$ cat src/rtl/datastore_reader.sv
// -----------------------------------------------------------------------------
// datastore_reader
//
// Read side of the 128-bit nibble datastore. An accepted start takes a
// snapshot of the datastore, then streams count nibbles (clamped to NIBBLES)
// in ascending index order over a valid/ready handshake. This feeds the
// A5/1 key/frame loader and the display path.
//
// Optional feature macro: DATASTORE_READER_ASCII_EN
//   defined   : out_data is the uppercase ASCII character for the nibble
//   undefined : out_data = {4'b0000, nibble}
//
// Ports:
//   clk           system clock, rising edge
//   reset         synchronous active-high reset
//   start         burst request, honoured only in IDLE
//   datastore_in  datastore contents, nibble i at [4i+3:4i]
//   count         number of nibbles to emit, sampled with start
//   out_valid     out_data / out_index / out_last are valid
//   out_ready     consumer accepts the current beat
//   out_data      current nibble (raw or ASCII)
//   out_index     index of the current nibble
//   out_last      current beat is the final beat of the burst
//   busy          high in SEND and FINISH
//   done          one-cycle pulse when the burst completes
//
// State  | meaning
// IDLE   | waiting for start
// SEND   | presenting nibble idx until the consumer takes it
// FINISH | burst complete, done pulse
// -----------------------------------------------------------------------------
module datastore_reader #(
    parameter int NIBBLES = 32,
    parameter int IDX_W   = 5
) (
    input  logic                 clk,
    input  logic                 reset,
    input  logic                 start,
    input  logic [4*NIBBLES-1:0] datastore_in,
    input  logic [IDX_W:0]       count,
    output logic                 out_valid,
    input  logic                 out_ready,
    output logic [7:0]           out_data,
    output logic [IDX_W-1:0]     out_index,
    output logic                 out_last,
    output logic                 busy,
    output logic                 done
);

    localparam int             LEN_W   = IDX_W + 1;
    localparam logic [LEN_W-1:0] LEN_MAX = LEN_W'(NIBBLES);

    typedef enum logic [1:0] {
        IDLE   = 2'd0,
        SEND   = 2'd1,
        FINISH = 2'd2
    } state_t;

    state_t               state_q, state_d;
    logic [4*NIBBLES-1:0] shadow_q, shadow_d;
    logic [LEN_W-1:0]     len_q, len_d;
    logic [IDX_W-1:0]     idx_q, idx_d;

    logic [LEN_W-1:0]     count_clamped;
    logic [IDX_W+1:0]     bit_sel;
    logic [3:0]           nibble;
    logic                 is_last;

    function automatic logic [7:0] format_nibble(input logic [3:0] n);
`ifdef DATASTORE_READER_ASCII_EN
        if (n < 4'd10) begin
            return 8'h30 + {4'h0, n};
        end else begin
            return 8'h37 + {4'h0, n};   // 'A' - 10
        end
`else
        return {4'b0000, n};
`endif
    endfunction

    assign count_clamped = (count > LEN_MAX) ? LEN_MAX : count;
    assign bit_sel       = {idx_q, 2'b00};
    assign nibble        = shadow_q[bit_sel +: 4];
    // len_q is never zero while in SEND, so len_q - 1 cannot underflow there.
    assign is_last       = ({1'b0, idx_q} == (len_q - 1'b1));

    always_ff @(posedge clk) begin
        if (reset) begin
            state_q  <= IDLE;
            shadow_q <= '0;
            len_q    <= '0;
            idx_q    <= '0;
        end else begin
            state_q  <= state_d;
            shadow_q <= shadow_d;
            len_q    <= len_d;
            idx_q    <= idx_d;
        end
    end

    always_comb begin
        state_d   = state_q;
        shadow_d  = shadow_q;
        len_d     = len_q;
        idx_d     = idx_q;
        out_valid = 1'b0;
        out_data  = 8'h00;
        out_index = '0;
        out_last  = 1'b0;
        busy      = 1'b0;
        done      = 1'b0;

        unique case (state_q)
            IDLE: begin
                if (start) begin
                    shadow_d = datastore_in;
                    len_d    = count_clamped;
                    idx_d    = '0;
                    state_d  = (count_clamped == '0) ? FINISH : SEND;
                end
            end
            SEND: begin
                out_valid = 1'b1;
                out_data  = format_nibble(nibble);
                out_index = idx_q;
                out_last  = is_last;
                busy      = 1'b1;
                if (out_ready) begin
                    if (is_last) begin
                        state_d = FINISH;
                    end else begin
                        idx_d = idx_q + 1'b1;
                    end
                end
            end
            FINISH: begin
                busy    = 1'b1;
                done    = 1'b1;
                state_d = IDLE;
            end
            default: begin
                state_d = IDLE;
            end
        endcase
    end

endmodule
$ cat config.mk
export PLATFORM = sky130hd
export DESIGN_NAME = datastore_reader
export DESIGN_NICKNAME = d
export VERILOG_FILES = /design/src/rtl/datastore_reader.sv
export SDC_FILE = /design/constraint.sdc
export NUM_CORES = 1
export LEC_CHECK = 0
export BUFFER_PORTS_ARGS = -buffer_cell sky130_fd_sc_hd__clkbuf_2
export CORE_MARGIN = 3
export CORE_UTILIZATION = 55
export DETAILED_ROUTE_END_ITERATION = 8
export PLACE_DENSITY = 0.92
export SKIP_LAST_GASP = 1
export SLEW_MARGIN = 20
export SYNTH_ARGS = -nofsm -noshare
export SYNTH_HDL_FRONTEND = slang
export SYNTH_SLANG_ARGS = --single-unit
$ cat constraint.sdc
create_clock -name clk -period 4.41 [get_ports clk]
set_clock_uncertainty 0.2 [all_clocks]
set_input_delay 0.6615 -clock clk [delete_from_list [all_inputs] [get_ports clk]]
set_output_delay 0.6615 -clock clk [all_outputs]
set_load 0.05 [all_outputs]
Word-level counts from Yosys, hierarchy flattened
Cells that the tools add are included.
- output and inout bits: 17
- flip-flop bits (word level): 141
- word-level logic and storage cells: 38
- mux-type cells: 16
- $add $sub $neg: 2
- shift-type cells: 1
- reduce and logical (&&, ||, !) cells: 7
- equality and inequality tests: 7
- order comparisons: 1
- operators with widths (operator ; number):
    $shiftx 128x8->4 ; 1
    $mux 5 ; 4
    $pmux 5 s2 ; 1
    $mux 2 ; 4
    $ne 2x2->1 const B ; 4
    $eq 5x6->1 ; 1
    $gt 6x6->1 const B ; 1
    $logic_not 6->1 ; 1
    $mux 6 ; 1
    $sub 6x1->6 const B ; 1
    $add 5x1->5 const B ; 1
    $mux 1 ; 4
    $mux 4 ; 1
    $pmux 2 s2 ; 1
    $reduce_and 4->1 ; 1
    $reduce_and 3->1 ; 1
    $eq 2x1->1 const B ; 1
    $eq 2x2->1 const B ; 1
    $logic_not 2->1 ; 1
    $reduce_and 2->1 ; 1
    $reduce_bool 2->1 ; 1
    $reduce_or 2->1 ; 1

Depth between registers and ports, before layout
- word-level depth: 6
- depth in mapped cells: 9
- depth with buffers taken out: 8

Least setup slack after synthesis
No wires, ideal clock.
- path type: flip-flop to output port
- start: reg idx_q[1]
- end: out out_data[0]
- cell stages (with the launch flop): 8
- data arrival time: 2.165 ns
- data required time: 3.549 ns
- path slack: 1.384 ns
- path through: dfxtp_1 > buf_6 > clkbuf_1 > mux4_2 > a211oi_1 > a311oi_1 > a21oi_1 > nor2_1
- word-level cells in the longest chain between the ends: 2
- ends and longest elaborated chain (item ; line ; text):
    start, declared ; 62 ; logic [IDX_W-1:0] idx_q, idx_d;
    start signal, assigned ; 97 ; idx_q <= idx_d;
    $shiftx 128x8->4 ; 83 ; assign nibble = shadow_q[bit_sel +: 4];
    $mux 4 ; 113 ; unique case (state_q)
    end, declared ; 43 ; output logic [7:0] out_data,
Every way passes these cells.

Worst setup path after layout
- start: reg idx_q[0]
- end: out out_data[2]
The elaborated chain is that of the path after synthesis.

==> impl_metrics.env <==
export IMPL_grt_max_degree=88
export IMPL_maxSlewViolCount=0
export IMPL_portBuffers=150
export IMPL_max_slew_margin_pct=40.78
export IMPL_initial_utilization_pct=57.13
export IMPL_finalSetupTns_ns=0
export IMPL_wire_per_inst_um=18.15
export IMPL_slowest_stage="dfxtp_2"
export IMPL_finalCriticalPeriod_ns=3.786
export IMPL_regArea_um2=2825
export IMPL_synthAdderAreaFrac_pct=0.9970
export IMPL_syn_avg_cell_area_um2=8.400
export IMPL_grt_pass1_vias=5791
export IMPL_ioPinCount=155
export IMPL_drt_iter0_markers=552
export IMPL_die_h_um=112.8
export IMPL_synth_warnings=0
export IMPL_synth_top_family_by_area="simple AND/OR/NAND/NOR gates"
export IMPL_synth_compound_area_share_pct=14.40
export IMPL_grt_first_pass_wirelength_um=29060
export IMPL_cts_sinks=141
export IMPL_syn_area_um2=6275
export IMPL_critPathLaunchType="flop"
export IMPL_hold_viol=0
export IMPL_slowest_delay_ns=0.65
export IMPL_hpwl_um=12070
export IMPL_area_growth_syn_to_layout_pct=22.93
export IMPL_fin_nets=1008
export IMPL_synth_xor_area_share_pct=0.8375
export IMPL_firstDrtPassIters=6
export IMPL_post_cts_buffers=0
export IMPL_via_per_inst=5.873
export IMPL_ys_ff_latch=141
export IMPL_cts_inserted_buffers=17
export IMPL_fin_crit_sh_pct=85.85
export IMPL_cp_required_ns=3.55
export IMPL_grt_ovfl_total=0
export IMPL_worstSkewPairLatency_ns=0.42
export IMPL_cts_repair_resized=0
export IMPL_place_gp_congestion=0.8938
export IMPL_worst_hold_path_type="reg2reg"
export IMPL_die_w_um=112.8
export IMPL_die_area_um2=12730
export IMPL_p_leak_nw=3.123
export IMPL_rsz0062_at_grt="no"
export IMPL_tightestPinTransition_ns=0.8884
export IMPL_end_kind="output port"
export IMPL_cp_arrival_ns=2.92
export IMPL_row_count=38
export IMPL_ys_types=41
export IMPL_antenna_found_initial=0
export IMPL_multi_input_area_um2=3174
export IMPL_antenna_cells=0
export IMPL_utilization_pct=70.23
export IMPL_mostFrequentLayoutCell="nand2_1"
export IMPL_cp_cell_sequence="buf_12 > mux4_2 > nor2b_1 > a211oi_1 > a311oi_1 > a21oi_1 > nor2_1 > clkbuf_2"
export IMPL_synth_seq_area_share_pct=44.99
export IMPL_final_antenna_net_count=0
export IMPL_finalPower_w=0.004457
export IMPL_cts_tree="yes"
export IMPL_setup_viol=0
export IMPL_dp_slack_ns=1.082
export IMPL_synthCells=747
export IMPL_cap_viol_max_count=0
export IMPL_critPathKind="reg2out"
export IMPL_timing_final_ws_setup_ns=0.6240
export IMPL_cp_max_fo=25
export IMPL_cts_clk_slew_worst_paths_ns=0.06
export IMPL_fmaxAchievable_mhz=264.1
export IMPL_mostFrequentLayoutCells="275 x nand2_1, 149 x clkbuf_2, 142 x a21oi_1"
export IMPL_drt_wl_total_um=18480
export IMPL_grt_total_usage_pct=28.95
export IMPL_final_cell_count_no_fill=1018
export IMPL_clk_path_buf_depth=2
export IMPL_drive_above_1_share_pct=26.65
export IMPL_drc=0
export IMPL_synth_simple_area_share_pct=20.56
export IMPL_synth_mux_area_share_pct=13.40
export IMPL_vias=5979
export IMPL_htreeDepth=4
export IMPL_power_density_nw_per_um2=577.8
export IMPL_root_buffer="clkbuf_16"
export IMPL_fill_cells=717
export IMPL_ir_drop_v=0.0004210
export IMPL_place_inst=986
export IMPL_status="finished clean"
export IMPL_core_um2=10980
export IMPL_ctsHoldBuffers=0
-- power by group --
group,switching (W),internal (W)
combinational,0.000717,0.000427
sequential,0.000171,0.00149
clock,0.000568,0.00108
-- synthesized netlist by cell type (all sizes together) --
library cell / count / area (um2)
a211oi: 5 / 37.54
a21bo: 2 / 20.02
a21oi: 142 / 710.7
a311oi: 3 / 26.28
a31oi: 3 / 18.77
a32o: 2 / 20.02
and2: 6 / 37.54
and3: 1 / 6.260
buf: 18 / 103.8
clkbuf: 45 / 168.9
clkinv: 1 / 3.750
conb: 1 / 3.750
dfxtp: 141 / 2823
ha: 5 / 62.56
inv: 6 / 22.52
mux2i: 3 / 30.03
mux4: 36 / 810.8
nand2: 277 / 1042
nand3: 3 / 15.01
nand3b: 7 / 52.55
nand4b: 1 / 8.760
nor2: 13 / 48.80
nor2b: 3 / 18.77
nor3: 3 / 20.02
nor4: 2 / 27.53
o211ai: 1 / 7.510
o21a: 2 / 15.01
o21ai: 2 / 10.01
o22a: 1 / 8.760
o22ai: 1 / 6.260
o31ai: 3 / 22.52
or2: 1 / 6.260
or3: 1 / 6.260
xnor2: 3 / 26.28
xor2: 3 / 26.28
-- worst paths after layout --
kind / start / endpoint / slack, ns / cells after the start
worst max-delay path: idx_q[0]$_SDFFE_PP0P_ / out_data[2] / 0.62 / 8
worst min register to register: shadow_q[53]$_SDFFE_PP0P_ / shadow_q[53]$_SDFFE_PP0P_ / 0.25 / 2
worst max register to register: idx_q[1]$_SDFFE_PP0P_ / idx_q[2]$_SDFFE_PP0P_ / 1.91 / 7
worst min-delay path: shadow_q[53]$_SDFFE_PP0P_ / shadow_q[53]$_SDFFE_PP0P_ / 0.25 / 2
-- kinds of logic after synthesis --
| kind of cell | count (synthesis) |
|---|---|
| xor+xnor | 6 |
| simple gates | 318 |
| buf+inv | 70 |
| compound gates | 167 |
| other cells | 1 |
| fa+ha+maj | 5 |
| flops | 141 |
| mux | 39 |
-- through the flow --
stage	cell area (um2)	hold slack, ns
floorplan	6286	0.2331
global placement	7034	0.2408
detailed placement	7034	0.2449
CTS	7714	0.2533
global route	7714	0.2637
finish	7714	0.2539
-- worst max-delay path, delay by kind of cell, from the launching register on --
family                 cells  cell delay (ns)
AO/OA/AOI/OAI              3             0.56
multiplexers               1             0.53
AND/OR/NAND/NOR            2             0.24
buffers and inverters      2             0.51
flip-flops                 1             0.65
-- registers in the layout, summed over array words and instances, names as in the netlist --
| signal | count |
|---|---|
| shadow_q | 128 |
| idx_q | 5 |
| state_q | 2 |
| len_q | 6 |
-- per-layer routing --
layer	part of all wire, %	global-route usage [%]	vias to the layer above
met5	0	0	-
met4	4.0	14.34	0
met3	10	6.631	61
met2	48	46.68	386
met1	38	36.70	2772
li1	-	-	2760
-- area by class of cell --
type | count | share of cell area (%)
clock buffer | 19 | 5.742
tap | 140 | 2.271
inverter | 7 | 0.3406
clock inverter | 13 | 3.066
multi-input combinational | 539 | 41.15
timing repair buffer | 159 | 10.80
sequential | 141 | 36.63
(Power assumes the default switching activity.)
